[src/rtl/vco_adc_capture.sv]
// vco_adc_capture
// ---------------
// Sink-side capture buffer for the decimated VCO ADC sample stream.
// A start pulse flushes the buffer and arms a capture of capture_len_in
// samples, or an open-ended capture when the length is zero. Captured
// samples land in a synchronous FIFO that the host drains through a read
// port with one cycle of latency. Status flags report occupancy, sticky
// overflow and capture progress.
//
// Ports:
//   clk              system clock
//   rst              synchronous active-high reset
//   sample_in        ADC sample word
//   sample_valid_in  single-cycle strobe qualifying sample_in
//   start_in         pulse: flush buffer and flags, begin capture
//   stop_in          pulse: end an ongoing capture
//   capture_len_in   samples to capture (0 = continuous), taken on start_in
//   rd_en_in         host read request
//   rd_data_out      read data, valid the cycle after an accepted request
//   rd_valid_out     rd_data_out carries a freshly read word
//   count_out        FIFO occupancy
//   empty_out        FIFO holds no samples
//   full_out         FIFO holds 2^DEPTH_LOG2 samples
//   overflow_out     at least one sample dropped since the last start
//   busy_out         capture in progress
//   done_out         capture finished
module vco_adc_capture #(
    parameter int DATA_WIDTH = 32,
    parameter int DEPTH_LOG2 = 4,
    parameter int LEN_WIDTH  = 10
) (
    input  logic                  clk,
    input  logic                  rst,
    input  logic [DATA_WIDTH-1:0] sample_in,
    input  logic                  sample_valid_in,
    input  logic                  start_in,
    input  logic                  stop_in,
    input  logic [LEN_WIDTH-1:0]  capture_len_in,
    input  logic                  rd_en_in,
    output logic [DATA_WIDTH-1:0] rd_data_out,
    output logic                  rd_valid_out,
    output logic [DEPTH_LOG2:0]   count_out,
    output logic                  empty_out,
    output logic                  full_out,
    output logic                  overflow_out,
    output logic                  busy_out,
    output logic                  done_out
);

    localparam int DEPTH = 1 << DEPTH_LOG2;
    localparam logic [DEPTH_LOG2:0] FULL_COUNT = (DEPTH_LOG2 + 1)'(DEPTH);

    typedef enum logic [1:0] {
        IDLE,
        CAPTURE,
        DONE
    } state_t;

    state_t                  state;
    logic [DEPTH_LOG2-1:0]   wr_ptr;
    logic [DEPTH_LOG2-1:0]   rd_ptr;
    logic [DEPTH_LOG2:0]     count;
    logic [LEN_WIDTH-1:0]    seen_cnt;
    logic [LEN_WIDTH-1:0]    len_reg;
    logic                    overflow;
    logic [DATA_WIDTH-1:0]   mem [DEPTH];

    logic                    rd_accept;
    logic                    sample_seen;
    logic                    wr_accept;
    logic [LEN_WIDTH-1:0]    seen_next;
    logic                    len_hit;

    // Per-cycle decisions. A start pulse takes precedence over everything
    // else in its cycle, so a coincident sample or read is simply ignored.
    // A write into a full FIFO still goes through when a read frees a slot
    // on the same edge. Reads look only at the pre-edge count, so an empty
    // FIFO never forwards a word being written in the same cycle.
    always_comb begin
        rd_accept   = rd_en_in && (count != '0) && !start_in;
        sample_seen = (state == CAPTURE) && sample_valid_in && !start_in;
        wr_accept   = sample_seen && ((count != FULL_COUNT) || rd_accept);
        seen_next   = (seen_cnt == '1) ? seen_cnt : seen_cnt + LEN_WIDTH'(1);
        len_hit     = sample_seen && (len_reg != '0) && (seen_next == len_reg);
    end

    // Control, pointers, occupancy and the registered read port. The sample
    // counter advances on every valid sample, including dropped ones, so a
    // bounded capture always ends after exactly len samples have arrived.
    always_ff @(posedge clk) begin
        if (rst) begin
            state        <= IDLE;
            wr_ptr       <= '0;
            rd_ptr       <= '0;
            count        <= '0;
            seen_cnt     <= '0;
            len_reg      <= '0;
            overflow     <= 1'b0;
            rd_data_out  <= '0;
            rd_valid_out <= 1'b0;
        end else if (start_in) begin
            state        <= CAPTURE;
            wr_ptr       <= '0;
            rd_ptr       <= '0;
            count        <= '0;
            seen_cnt     <= '0;
            len_reg      <= capture_len_in;
            overflow     <= 1'b0;
            rd_valid_out <= 1'b0;
        end else begin
            rd_valid_out <= rd_accept;
            if (rd_accept) begin
                rd_data_out <= mem[rd_ptr];
                rd_ptr      <= rd_ptr + DEPTH_LOG2'(1);
            end

            if (wr_accept) begin
                wr_ptr <= wr_ptr + DEPTH_LOG2'(1);
            end

            if (sample_seen && !wr_accept) begin
                overflow <= 1'b1;
            end

            case ({wr_accept, rd_accept})
                2'b10:   count <= count + (DEPTH_LOG2 + 1)'(1);
                2'b01:   count <= count - (DEPTH_LOG2 + 1)'(1);
                default: count <= count;
            endcase

            if (sample_seen) begin
                seen_cnt <= seen_next;
            end

            if ((state == CAPTURE) && (len_hit || stop_in)) begin
                state <= DONE;
            end
        end
    end

    // Sample storage; contents need no reset because the pointers and
    // count define which entries are meaningful.
    always_ff @(posedge clk) begin
        if (wr_accept) begin
            mem[wr_ptr] <= sample_in;
        end
    end

    assign count_out    = count;
    assign empty_out    = (count == '0);
    assign full_out     = (count == FULL_COUNT);
    assign overflow_out = overflow;
    assign busy_out     = (state == CAPTURE);
    assign done_out     = (state == DONE);

endmodule

[config.mk]
export PLATFORM = sky130hd
export DESIGN_NAME = vco_adc_capture
export DESIGN_NICKNAME = d
export VERILOG_FILES = /design/src/rtl/vco_adc_capture.sv
export SDC_FILE = /design/constraint.sdc
export NUM_CORES = 1
export LEC_CHECK = 0
export ABC_AREA = 0
export ABC_CLOCK_PERIOD_IN_PS = 6820
export BUFFER_PORTS_ARGS = -buffer_cell sky130_fd_sc_hd__clkbuf_2
export CORE_ASPECT_RATIO = 1.25
export CORE_UTILIZATION = 50
export CTS_CLUSTER_DIAMETER = 50
export DETAILED_ROUTE_END_ITERATION = 10
export PLACE_DENSITY_LB_ADDON = 0.15
export SLEW_MARGIN = 20
export SYNTH_ARGS = -nofsm -noshare
export SYNTH_HDL_FRONTEND = slang
export SYNTH_SLANG_ARGS = --single-unit
[constraint.sdc]
create_clock -name clk -period 6.82 [get_ports clk]
set_input_delay 2.046 -clock clk [delete_from_list [all_inputs] [get_ports clk]]
set_output_delay 2.046 -clock clk [all_outputs]
set_load 0.03 [all_outputs]
# Word-level counts from Yosys, hierarchy flattened
# Memories as Yosys holds them, arrays and structs flattened. A register that Yosys moved wholly into a read port is not among the register bits.
# Index checks and enable logic that the tools add are counted.
[classes]
n_mux = 6
n_bitwise = 1
n_eq_ne = 8
n_reduce_logical = 20
addsub = 5
[op_table]
columns = ["operator", "count"]
rows = [
  ["adder 10 x 1 -> 10 bit, second input constant", 1],
  ["== test 10 bit", 1],
  ["== test 10 bit, second input constant", 1],
  ["two-way mux 10 bit", 1],
  ["case mux 5 bit (2 select lines)", 1],
  ["nonzero test 10 bit", 1],
  ["logical AND 1 bit", 9],
  ["adder 4 x 1 -> 4 bit, second input constant", 2],
  ["adder 5 x 1 -> 5 bit, second input constant", 1],
  ["== test 5 bit, second input constant", 1],
  ["logical NOT 5 bit", 1],
  ["inequality test 5 bit, second input constant", 1],
  ["nonzero test 5 bit", 1],
  ["subtractor 5 x 1 -> 5 bit, second input constant", 1],
  ["== test 2 x 1 -> 1 bit, second input constant", 2],
  ["== test 2 bit, second input constant", 2],
  ["two-way mux 1 bit", 4],
  ["nonzero test 2 bit", 2],
  ["logical NOT 1 bit", 2],
  ["logical OR 1 bit", 2],
  ["AND reduction 2 bit", 1],
  ["OR reduction 2 bit", 1],
  ["NOT 1 bit", 1],
]
[totals]
register_bits = 37
ram_bits = 512
out_inout_bits = 43
input_bits = 48
wordCells = 50
memories = 1
[memory_table]
columns = ["name", "depth", "word_bits", "read_ports", "rd_ports_with_merged_regs", "write_ports", "line", "text"]
rows = [
  ["mem", 16, 32, 1, 1, 1, "66", "logic [DATA_WIDTH-1:0] mem [DEPTH];"],
]

# Logic depth before layout (Yosys ltp)
# Gate-level depths: netlist of run 1.
[depth]
word_depth = 9
ltp_mapped = 12

# Worst setup path before layout of run 1
# No wires, ideal clock.
[synth_path]
kind = "input port to flip-flop"
start = "in sample_valid_in"
end = "mem mem[3][0] (enable)"
n_path_buf = 0
setup_slack_ns = 1.249
arrival_ns = 5.110
cell_stages = 4
path_cell_list = "nand3b_1 -> a311oi_2 -> nand2_1 -> nor3_1"
[synth_via]
elab_chain_cells = 5
[synth_rtl]
columns = ["element", "line", "text"]
rows = [
  ["start, declared", "35", "input logic sample_valid_in,"],
  ["logical AND 1 bit (2 in a row)", "81", "sample_seen = (state == CAPTURE) && sample_valid_in && !start_in;"],
  ["logical AND 1 bit", "82", "wr_accept = sample_seen && ((count != FULL_COUNT) || rd_accept);"],
  ["two-way mux 1 bit", "144", "if (wr_accept) begin"],
  ["two-way mux 1 bit (implied by the code)", "145", "mem[wr_ptr] <= sample_in;"],
  ["end, declared", "66", ""],
]
# Every way passes these cells.

# Final worst setup path of run 1
[layout_path]
start = "in sample_valid_in"
end = "mem mem[7][27] (enable)"
# The elaborated chain is that of the path after synthesis.

==> flow_summary_export.csv, run 1 <==
group,metric,value,unit
clock_network,cts_sinks,581,
place,gp_congestion,0.874,
timing,hold_violations,0,
grt,grt_pass1_vias,11100,
hold_path,hp-class,"register to register",
final_layout,reg.largest.list,"mem (512), rd_data_out (32)",
detailed_routing,drt_wl_total,48000,um
clock_network,hold_buffers,0,
worst_setup_path,cpPeakStageDelay,0.89,ns
worst_setup_path,crit_chain,"clkbuf_2 > nand3b_1 > a311oi_2 > buf_4 > nand2_1 > nor2_4",
worst_setup_path,worst_setup_path_start_kind,"input pin",
grt,grt_first_pass_wirelength,71800,um
worst_setup_path,critPathKind,"input pin to register",
pwr,vdd_ir_drop_max,0.000217,V
synthesis,avgSynthCellArea,19.7,um2
worst_setup_path,cp_max_fo,32,
final_layout,largest_reg_flops,512,
detailed_routing,vias_per_cell,6.01,
timing,rsz0062_at_grt,"false",
final_layout,syn_to_final_growth,13.2,%
pwr,clkPwrFrac,0.437,
clock_network,cts_tree,"built",
clock_network,cts_buffers,57,
clock_network,cts.clk_slew.worst_paths,0.06,ns
timing,finalSetupViolations,0,
clock_network,post_cts_resized,0,
worst_setup_path,cp_slowest_cell,"nor2_4",
pwr,p_per_area,279,mW/mm2
clock_network,clock_latency,0.63,ns
detailed_routing,drtAntennaViolNets,0,
timing,slew_headroom,0.281,
detailed_routing,drc_errors,0,
synthesis,synth.ff_latch_count,581,
die,die_area,0.0462,mm2
timing,fin_crit,4.08,ns
grt,grt_usage,0.216,
synthesis,synthArstFlopShare,0,
final_layout,seq_area,0.0168,mm2
pwr,p_int,0.00570,W
grt,antenna_found_initial,0,
final_layout,mostFrequentLayoutCell,"edfxtp_1",
final_layout,drive_above_1_share,0.295,
place,portBuffers,90,
status,run_status,"completed",
detailed_routing,first_pass_iters,7,
clock_network,htreeDepth,2,
clock_network,post_cts_buffers,0,
synthesis,yosysWarningCount,0,
synthesis,syn_area,0.0226,mm2
synthesis,yosysUniqueCellTypes,56,
grt,grt_max_degree,49,
synthesis,syn-num-nets,1205,
final_layout,final_cell_mix,"edfxtp_1, mux4_2, clkbuf_2, nand2_1, dfxtp_1",
worst_setup_path,worst_ep_required_time,7.07,ns
pwr,p_switching,0.00146,W
worst_setup_path,endpoint_kind,"register",
worst_setup_path,path_delay_family,"simple AND/OR/NAND/NOR gates",
final_layout,num_antenna_cells,0,
timing,maxSlewViolCount,0,
final_layout,nets,1302,
final_layout,fillCellCount,3332,
timing,finClkSkew,0.0236,ns
die,core,0.0443,mm2
final_layout,design_area,0.0256,mm2
pwr,p_leak,7.95,nW
synthesis,ys.flop_type,"edfxtp_1",
clock_network,cts_root_buf,"clkbuf_16",
worst_setup_path,crit_buf_inv,2,
pwr,power_frac_seq,0.543,
final_layout,top_register,"mem",
die,die_y,240,um
timing,max_freq,245,MHz
timing,fin_tns_setup,0,ns
final_layout,multiInputGateArea,0.00559,mm2
place,dpl_cell_area,0.0237,mm2
clock_network,clockBufferDepth,3,
run,cap_violations,0,
synthesis,synth_edf_count,512,
pwr,switching_share,0.204,
detailed_routing,dr.first_iter.drc_count,989,
place,dp_hpwl,29500,um
die,pin_count,91,
synthesis,synth_cells,1147,
die,fp-row-count,86,
timing,fin_crit_sh,0.598,
pwr,p_comb_frac,0.020,
die,die_w,192,um
detailed_routing,wire_per_inst,25.7,um
worst_setup_path,cp.arrival,4.33,ns
die,start_util,0.511,
grt,grt-ovfl-total,0,
timing,tightest_slew,1.08,ns
synthesis,seq_area_frac_synth,0.740,
detailed_routing,via_count,11200,
tightest hold or removal path, cell delays in order, from the launching register on:
cell,delay (ns)
dfxtp_1,0.31
nand2_1,0.05
a21oi_1,0.05
stage by stage:
step / total power [W] / hold slack (ns) / cells / worst slack [ns] / utilization
3_5_place_dp: 0.00411 / 0.447 / 1755 / 2.00 / 0.535
6_report: 0.00715 / 0.451 / 1863 / 2.74 / 0.578
2_1_floorplan: 0.00402 / 0.500 / 1147 / 1.25 / -
3_3_place_gp: 0.00410 / 0.441 / 1753 / 2.02 / 0.534
5_1_grt: 0.00734 / 0.468 / 1863 / 2.56 / 0.578
4_1_cts: 0.00722 / 0.455 / 1861 / 2.66 / 0.578
path summary, 6_finish.rpt:
check	depth (start not counted)	end	from	slack (ns)
setup / recovery	6	mem[7][27]$_DFFE_PP_	sample_valid_in	2.74
hold / removal	2	rd_data_out[2]$_SDFFE_PP0P_	rd_data_out[2]$_SDFFE_PP0P_	0.45
setup reg to reg	5	rd_data_out[6]$_SDFFE_PP0P_	rd_ptr[0]$_SDFFE_PP0P_	3.50
hold reg to reg	2	rd_data_out[2]$_SDFFE_PP0P_	rd_data_out[2]$_SDFFE_PP0P_	0.45
power groups by stage:
stage | registers, W | logic (W) | clock network (W)
2_1_floorplan | 0.00396 | 0.0000603 | 0
3_3_place_gp | 0.00396 | 0.000141 | 0
3_5_place_dp | 0.00396 | 0.000145 | 0
4_1_cts | 0.00388 | 0.000145 | 0.00319
5_1_grt | 0.00388 | 0.000157 | 0.00330
6_report | 0.00388 | 0.000144 | 0.00313
routing by layer:
metal / track usage / share of wire
met5: 0 / 0
met4: 0.0709 / 0.026
met3: 0.0336 / 0.064
met2: 0.304 / 0.44
met1: 0.346 / 0.47
synthesized netlist by cell type, types with 2 or more instances:
| cell type | count | area, um2 |
|---|---|---|
| clkbuf_1 | 33 | 124 |
| nand2_1 | 78 | 293 |
| nor2b_1 | 3 | 18.8 |
| nand4_1 | 8 | 50.1 |
| inv_1 | 16 | 60.1 |
| nor3_1 | 9 | 45.0 |
| xor2_1 | 7 | 61.3 |
| mux4_2 | 160 | 3600 |
| o22ai_1 | 2 | 12.5 |
| dfxtp_1 | 69 | 1380 |
| a211oi_1 | 6 | 45.0 |
| a21o_1 | 2 | 15.0 |
| a211o_1 | 2 | 17.5 |
| nand2b_1 | 5 | 31.3 |
| buf_6 | 11 | 124 |
| and2_1 | 4 | 25.0 |
| and4_1 | 4 | 35.0 |
| nor4_1 | 3 | 18.8 |
| edfxtp_1 | 512 | 15400 |
| o21ai_0 | 8 | 40.0 |
| o31ai_1 | 2 | 15.0 |
| a21oi_1 | 46 | 230 |
| mux2i_1 | 16 | 160 |
| a31oi_1 | 8 | 50.1 |
| buf_1 | 8 | 30.0 |
| nand3_1 | 10 | 50.1 |
| xnor2_1 | 8 | 70.1 |
| ha_1 | 9 | 113 |
| nor2_1 | 54 | 203 |
| buf_2 | 18 | 90.1 |
layout make-up:
class,instances,area share
clock inverter,24,0.0116
multi-input combinational,480,0.218
clock buffer,82,0.0616
timing repair buffer,108,0.0248
inverter,16,0.00234
sequential,581,0.654
tap,572,0.0279
cells by family (layout without fill, tap and decap cells):
group,Yosys count,after routing,share of synthesized area
DFF,581,581,0.740
and+or+nand+nor,186,186,0.0370
muxes,178,178,0.167
AOI/OAI and AO/OA,91,91,0.0252
buffers and inverters,86,230,0.0189
xor gates and xnor gates,15,15,0.00580
adders and majority gates,10,10,0.00586
(Power assumes the default switching activity.)
==> run 2, diff against run 1 <==
ABC_CLOCK_PERIOD_IN_PS = 3800   (was 6820)
clock period = 3.8 ns   (was 6.82 ns; I/O delays follow)
==> flow_summary_export.csv, run 2 (synthesized netlist as in run 1, its figures left out) <==
group,metric,value,unit
status,run_status,"completed",
final_layout,mostFrequentLayoutCell,"edfxtp_1",
die,fp-row-count,86,
clock_network,clock_latency,0.61,ns
detailed_routing,vias_per_cell,5.87,
worst_setup_path,reg2reg_from,"count_out[0]$_SDFFE_PP0P_",
pwr,power_frac_seq,0.535,
clock_network,clockBufferDepth,3,
clock_network,cts_root_buf,"clkbuf_16",
final_layout,final_core_util,0.587,
clock_network,cts_buffers,57,
timing,tightest_slew,0.845,ns
final_layout,reg.largest.list,"mem (512), rd_data_out (32)",
final_layout,drive_above_1_share,0.318,
clock_network,hold_buffers,0,
die,core,0.0443,mm2
detailed_routing,drc_errors,0,
clock_network,post_cts_resized,0,
clock_network,cts_tree,"built",
pwr,p_per_area,501,mW/mm2
grt,grt_usage,0.219,
clock_network,htreeDepth,2,
pwr,clkPwrFrac,0.446,
pwr,p_comb_frac,0.019,
timing,fin_crit_sh,0.819,
grt,grt_first_pass_wirelength,72600,um
pwr,switching_share,0.197,
worst_setup_path,critPathKind,"register to output pin",
clock_network,cts_sinks,581,
die,start_util,0.511,
pwr,vdd_ir_drop_max,0.000408,V
detailed_routing,drt_wl_total,48700,um
timing,hold_violations,0,
pwr,total_power,0.0130,W
timing,finalSetupViolations,0,
timing,maxSlewViolCount,0,
grt,antenna_found_initial,0,
worst_setup_path,worst_ep_required_time,2.66,ns
die,die_y,240,um
timing,slew_headroom,0.436,
place,portBuffers,90,
detailed_routing,dr.first_iter.drc_count,698,
worst_setup_path,endpoint_kind,"output pin",
worst_setup_path,cp_max_fo,6,
detailed_routing,first_pass_iters,5,
place,dp_hpwl,29000,um
die,pin_count,91,
detailed_routing,via_count,11100,
hold_path,hp-class,"register to register",
pwr,p_int,0.0105,W
final_layout,nets,1332,
worst_setup_path,worst_setup_path_start_kind,"register",
timing,finClkSkew,0.0255,ns
timing,hold_ws,0.451,ns
final_layout,final_cell_mix,"edfxtp_1, mux4_2, clkbuf_2, nand2_1, dfxtp_1",
final_layout,top_register,"mem",
die,die_area,0.0462,mm2
timing,max_freq,321,MHz
worst_setup_path,cp.arrival,1.97,ns
clock_network,cts.clk_slew.worst_paths,0.06,ns
detailed_routing,wire_per_inst,25.7,um
die,die_w,192,um
timing,rsz0062_at_grt,"false",
final_layout,syn_to_final_growth,14.9,%
detailed_routing,drtAntennaViolNets,0,
pwr,p_switching,0.00257,W
grt,grt_max_degree,43,
timing,fin_tns_setup,0,ns
worst_setup_path,critPathLaunch,"count_out[0]$_SDFFE_PP0P_",
pwr,p_leak,8.16,nW
grt,grt_pass1_vias,11400,
hold_path,hp-start,"rd_data_out[1]$_SDFFE_PP0P_",
grt,grt-ovfl-total,0,
final_layout,largest_reg_flops,512,
place,gp_congestion,0.804,
timing,fin_crit,3.11,ns
final_layout,num_antenna_cells,0,
final_layout,layoutNonFillerInstCount,1894,
run,cap_violations,0,
clock_network,post_cts_buffers,0,
place,dp.cells,1787,
run 2: cell types whose count changed in the layout (fill, tap and decap cells not counted), moves of 3 or more:
cell | before | now
buf_4 | 14 | 42
clkbuf_1 | 19 | 4
clkinv_1 | 2 | 8
inv_6 | 0 | 5
nor3_2 | 4 | 0
nor3_4 | 0 | 4
clkbuf_8 | 6 | 9
run 2: area by class of cell:
cell class / count / area, um2
fillers: 3300 / 18300
flip-flops and latches: 581 / 16800
multi-input cells: 480 / 5610
clock buffers: 72 / 1620
repair buffers: 138 / 886
well taps: 572 / 716
clock inverters: 35 / 359
inverters: 16 / 60.1
run 2: worst paths after layout:
check,to,slack [ns],cells past startpoint
setup / recovery,full_out,0.69,4
hold / removal,rd_data_out[1]$_SDFFE_PP0P_,0.45,2
setup reg to reg,count_out[4]$_SDFFE_PP0P_,1.19,11
hold reg to reg,rd_data_out[1]$_SDFFE_PP0P_,0.45,2
run 2: worst max-delay path, cell delays in order (launching register included):
cell      delay (ns)
dfxtp_1         0.38
nor4_2          0.59
nand2_1         0.10
inv_1           0.11
clkbuf_2        0.21
run 2: metrics by stage:
stage	cell area, um2	setup WS [ns]
after floorplan	22700	-0.0114
after global placement	24000	0.597
after detailed placement	24000	0.536
after CTS	26000	0.631
after global routing	26000	0.545
final	26000	0.687
run 2: layer usage:
| layer | vias to the layer above | GRT usage | wire [um] |
|---|---|---|---|
| li1 | 4921 | - | - |
| met5 | - | 0 | 0 |
| met1 | 5844 | 0.292 | 20200 |
| met2 | 271 | 0.371 | 25200 |
| met4 | 0 | 0.0647 | 1140 |
| met3 | 77 | 0.0374 | 2180 |
run 2: power by group through the flow:
stage	logic [W]	registers, W	clock network, W
floorplan	0.000108	0.00711	0
global placement	0.000244	0.00711	0
detailed placement	0.000251	0.00711	0
CTS	0.000251	0.00697	0.00595
global route	0.000271	0.00697	0.00616
finish	0.000246	0.00697	0.00581
==> run 3, diff against run 2 <==
ABC_AREA = 1   (was 0)
ABC_CLOCK_PERIOD_IN_PS = 3150   (was 3800)
clock period = 3.15 ns   (was 3.8 ns; I/O delays follow)
==> flow_summary_export.csv, run 3 <==
group,metric,value,unit
pwr,total_power,0.0158,W
final_layout,drive_above_1_share,0.142,
pwr,clkPwrFrac,0.434,
status,run_status,"completed",
grt,grt_usage,0.245,
clock_network,clockBufferDepth,3,
synthesis,syn_area,0.0229,mm2
detailed_routing,via_count,14900,
pwr,p_per_area,603,mW/mm2
clock_network,clock_latency,0.62,ns
pwr,vdd_ir_drop_max,0.000419,V
die,die_y,241,um
synthesis,ys.flop_type,"edfxtp_1",
grt,grt-ovfl-total,0,
pwr,p_int,0.0125,W
timing,fin_crit,2.77,ns
place,dp_hpwl,33300,um
clock_network,cts_root_buf,"clkbuf_16",
final_layout,num_antenna_cells,0,
final_layout,reg.largest.list,"mem (512), rd_data_out (32)",
final_layout,top_register,"mem",
place,gp_congestion,0.825,
worst_setup_path,crit_chain,"nor4_2 > inv_1 > nor2_1 > clkbuf_2",
detailed_routing,first_pass_iters,7,
synthesis,yosysTopAreaCell,"edfxtp_1",
timing,tightest_slew,0.702,ns
synthesis,yosysMostFrequentCell,"edfxtp_1",
pwr,p_switching,0.00331,W
detailed_routing,drc_errors,0,
die,start_util,0.508,
grt,grt_pass1_vias,14400,
worst_setup_path,path_delay_family,"simple AND/OR/NAND/NOR gates",
synthesis,syn-num-nets,1863,
worst_setup_path,cp_slowest_cell,"dfxtp_1",
grt,antenna_found_initial,1,
timing,fin_crit_sh,0.880,
pwr,p_comb_frac,0.034,
hold_path,hp-class,"register to register",
worst_setup_path,worst_setup_path_start_kind,"register",
clock_network,cts_tree,"built",
die,die_area,0.0467,mm2
pwr,power_frac_seq,0.532,
timing,finClkSkew,0.0154,ns
die,fp-row-count,87,
detailed_routing,vias_per_cell,5.92,
clock_network,post_cts_resized,0,
place,portBuffers,90,
detailed_routing,wire_per_inst,22.5,um
worst_setup_path,cpPeakStageDelay,0.36,ns
timing,maxSlewViolCount,0,
synthesis,synthArstFlopShare,0,
timing,rsz0062_at_grt,"false",
timing,hold_violations,0,
grt,grt_first_pass_wirelength,86100,um
grt,grt_max_degree,136,
final_layout,largest_reg_flops,512,
timing,hold_ws,0.469,ns
worst_setup_path,critPathLaunch,"count_out[0]$_SDFFE_PP0P_",
synthesis,yosys-top-cells-count,"edfxtp_1, nor2_1, o21ai_0, inv_1, clkbuf_1",
clock_network,cts.clk_slew.worst_paths,0.06,ns
worst_setup_path,crit_buf_inv,2,
synthesis,synth_top_cell_area_share,0.670,
final_layout,nets,1946,
final_layout,syn_to_final_growth,14.5,%
die,pin_count,91,
final_layout,fillCellCount,3606,
clock_network,hold_buffers,0,
pwr,switching_share,0.209,
synthesis,synth_cells,1805,
die,die_w,194,um
worst_setup_path,cp.arrival,1.83,ns
synthesis,synth_edf_count,512,
clock_network,htreeDepth,2,
detailed_routing,drt_wl_total,56500,um
worst_setup_path,cp_max_fo,6,
clock_network,cts_sinks,581,
synthesis,yosysWarningCount,0,
synthesis,synth_area_leaders,"edfxtp_1, o21ai_0, dfxtp_1",
synthesis,yosysUniqueCellTypes,37,
place,dp_slack,0.283,ns
synthesis,avgSynthCellArea,12.7,um2
run,cap_violations,0,
timing,finalSetupViolations,0,
synthesis,synth.ff_latch_count,581,
detailed_routing,drtAntennaViolNets,0,
detailed_routing,dr.first_iter.drc_count,1320,
pwr,p_leak,8.98,nW
die,core,0.0452,mm2
final_layout,mostFrequentLayoutCell,"edfxtp_1",
hold_path,hp-start,"overflow_out$_SDFFE_PP0P_",
clock_network,cts_buffers,56,
place,dp.cells,2408,
final_layout,final_cell_mix,"edfxtp_1, nor2_1, o21ai_0, clkbuf_2, inv_1",
worst_setup_path,worst_ep_required_time,2.20,ns
worst_setup_path,reg2reg_from,"count_out[0]$_SDFFE_PP0P_",
worst_setup_path,critPathKind,"register to output pin",
final_layout,final_core_util,0.582,
timing,slew_headroom,0.529,
worst_setup_path,endpoint_kind,"output pin",
timing,max_freq,361,MHz
clock_network,post_cts_buffers,0,
synthesis,seq_area_frac_synth,0.731,
final_layout,layoutNonFillerInstCount,2512,
timing,setup_slack,0.377,ns
-- run 3: cell count changes after synthesis, sizes merged, moves of 8 or more --
| cell | change |
|---|---|
| nor3 | -8 |
| clkbuf | +50 |
| mux4 | -160 |
| mux2i | -16 |
| o22ai | +45 |
| inv | +76 |
| o211ai | +79 |
| nor2 | +251 |
| nand3 | +71 |
| a21oi | -19 |
| o21ai | +274 |
| o221ai | +81 |
-- run 3: tightest hold or removal path: stages (launching register included) --
cell     delay (ns)
dfxtp_1        0.32
a31oi_1        0.04
nor2_1         0.07
-- run 3: cell type report --
cell class,count,area (um2),share of cell area
inverter,93,355,0.0135
clock buffer,69,1510,0.0575
sequential,581,16800,0.638
multi-input combinational,1008,5430,0.207
tap,578,723,0.0275
timing repair buffer,148,1110,0.0423
clock inverter,35,374,0.0142
-- run 3: per-layer routing --
layer	global-route usage	up-vias	part of all wire
met3	0.0390	90	0.056
met1	0.327	7435	0.43
met5	0	-	0.00023
met2	0.414	451	0.48
li1	-	6886	-
met4	0.0754	2	0.024
-- run 3: final timing paths --
path,end,slack [ns],cells after the start
worst max-delay path,full_out,0.38,4
worst min-delay path,overflow_out$_SDFFE_PP0P_,0.47,2
worst max register to register,mem[9][11]$_DFFE_PP_,0.77,9
worst min register to register,overflow_out$_SDFFE_PP0P_,0.47,2
-- run 3: power groups by stage --
| stage | Combinational, W | Clock, W | Sequential (W) |
|---|---|---|---|
| after floorplan | 0.000240 | 0 | 0.00863 |
| after global placement | 0.000525 | 0 | 0.00860 |
| after detailed placement | 0.000535 | 0 | 0.00860 |
| after CTS | 0.000536 | 0.00699 | 0.00844 |
| after global routing | 0.000585 | 0.00728 | 0.00844 |
| final | 0.000532 | 0.00688 | 0.00844 |
-- run 3: kinds of logic after synthesis --
| kind of cell | share of synthesized area |
|---|---|
| simple gates | 0.0840 |
| buf+inv | 0.0381 |
| fa+ha+maj | 0.00578 |
| xor+xnor | 0.00153 |
| compound gates | 0.140 |
| flops | 0.731 |
-- run 3: stage by stage --
stage	TNS, ns	instance area [um2]
6_report	0	26300
5_1_grt	0	26300
3_3_place_gp	0	24400
3_5_place_dp	0	24400
2_1_floorplan	-94.36	22900
4_1_cts	0	26300
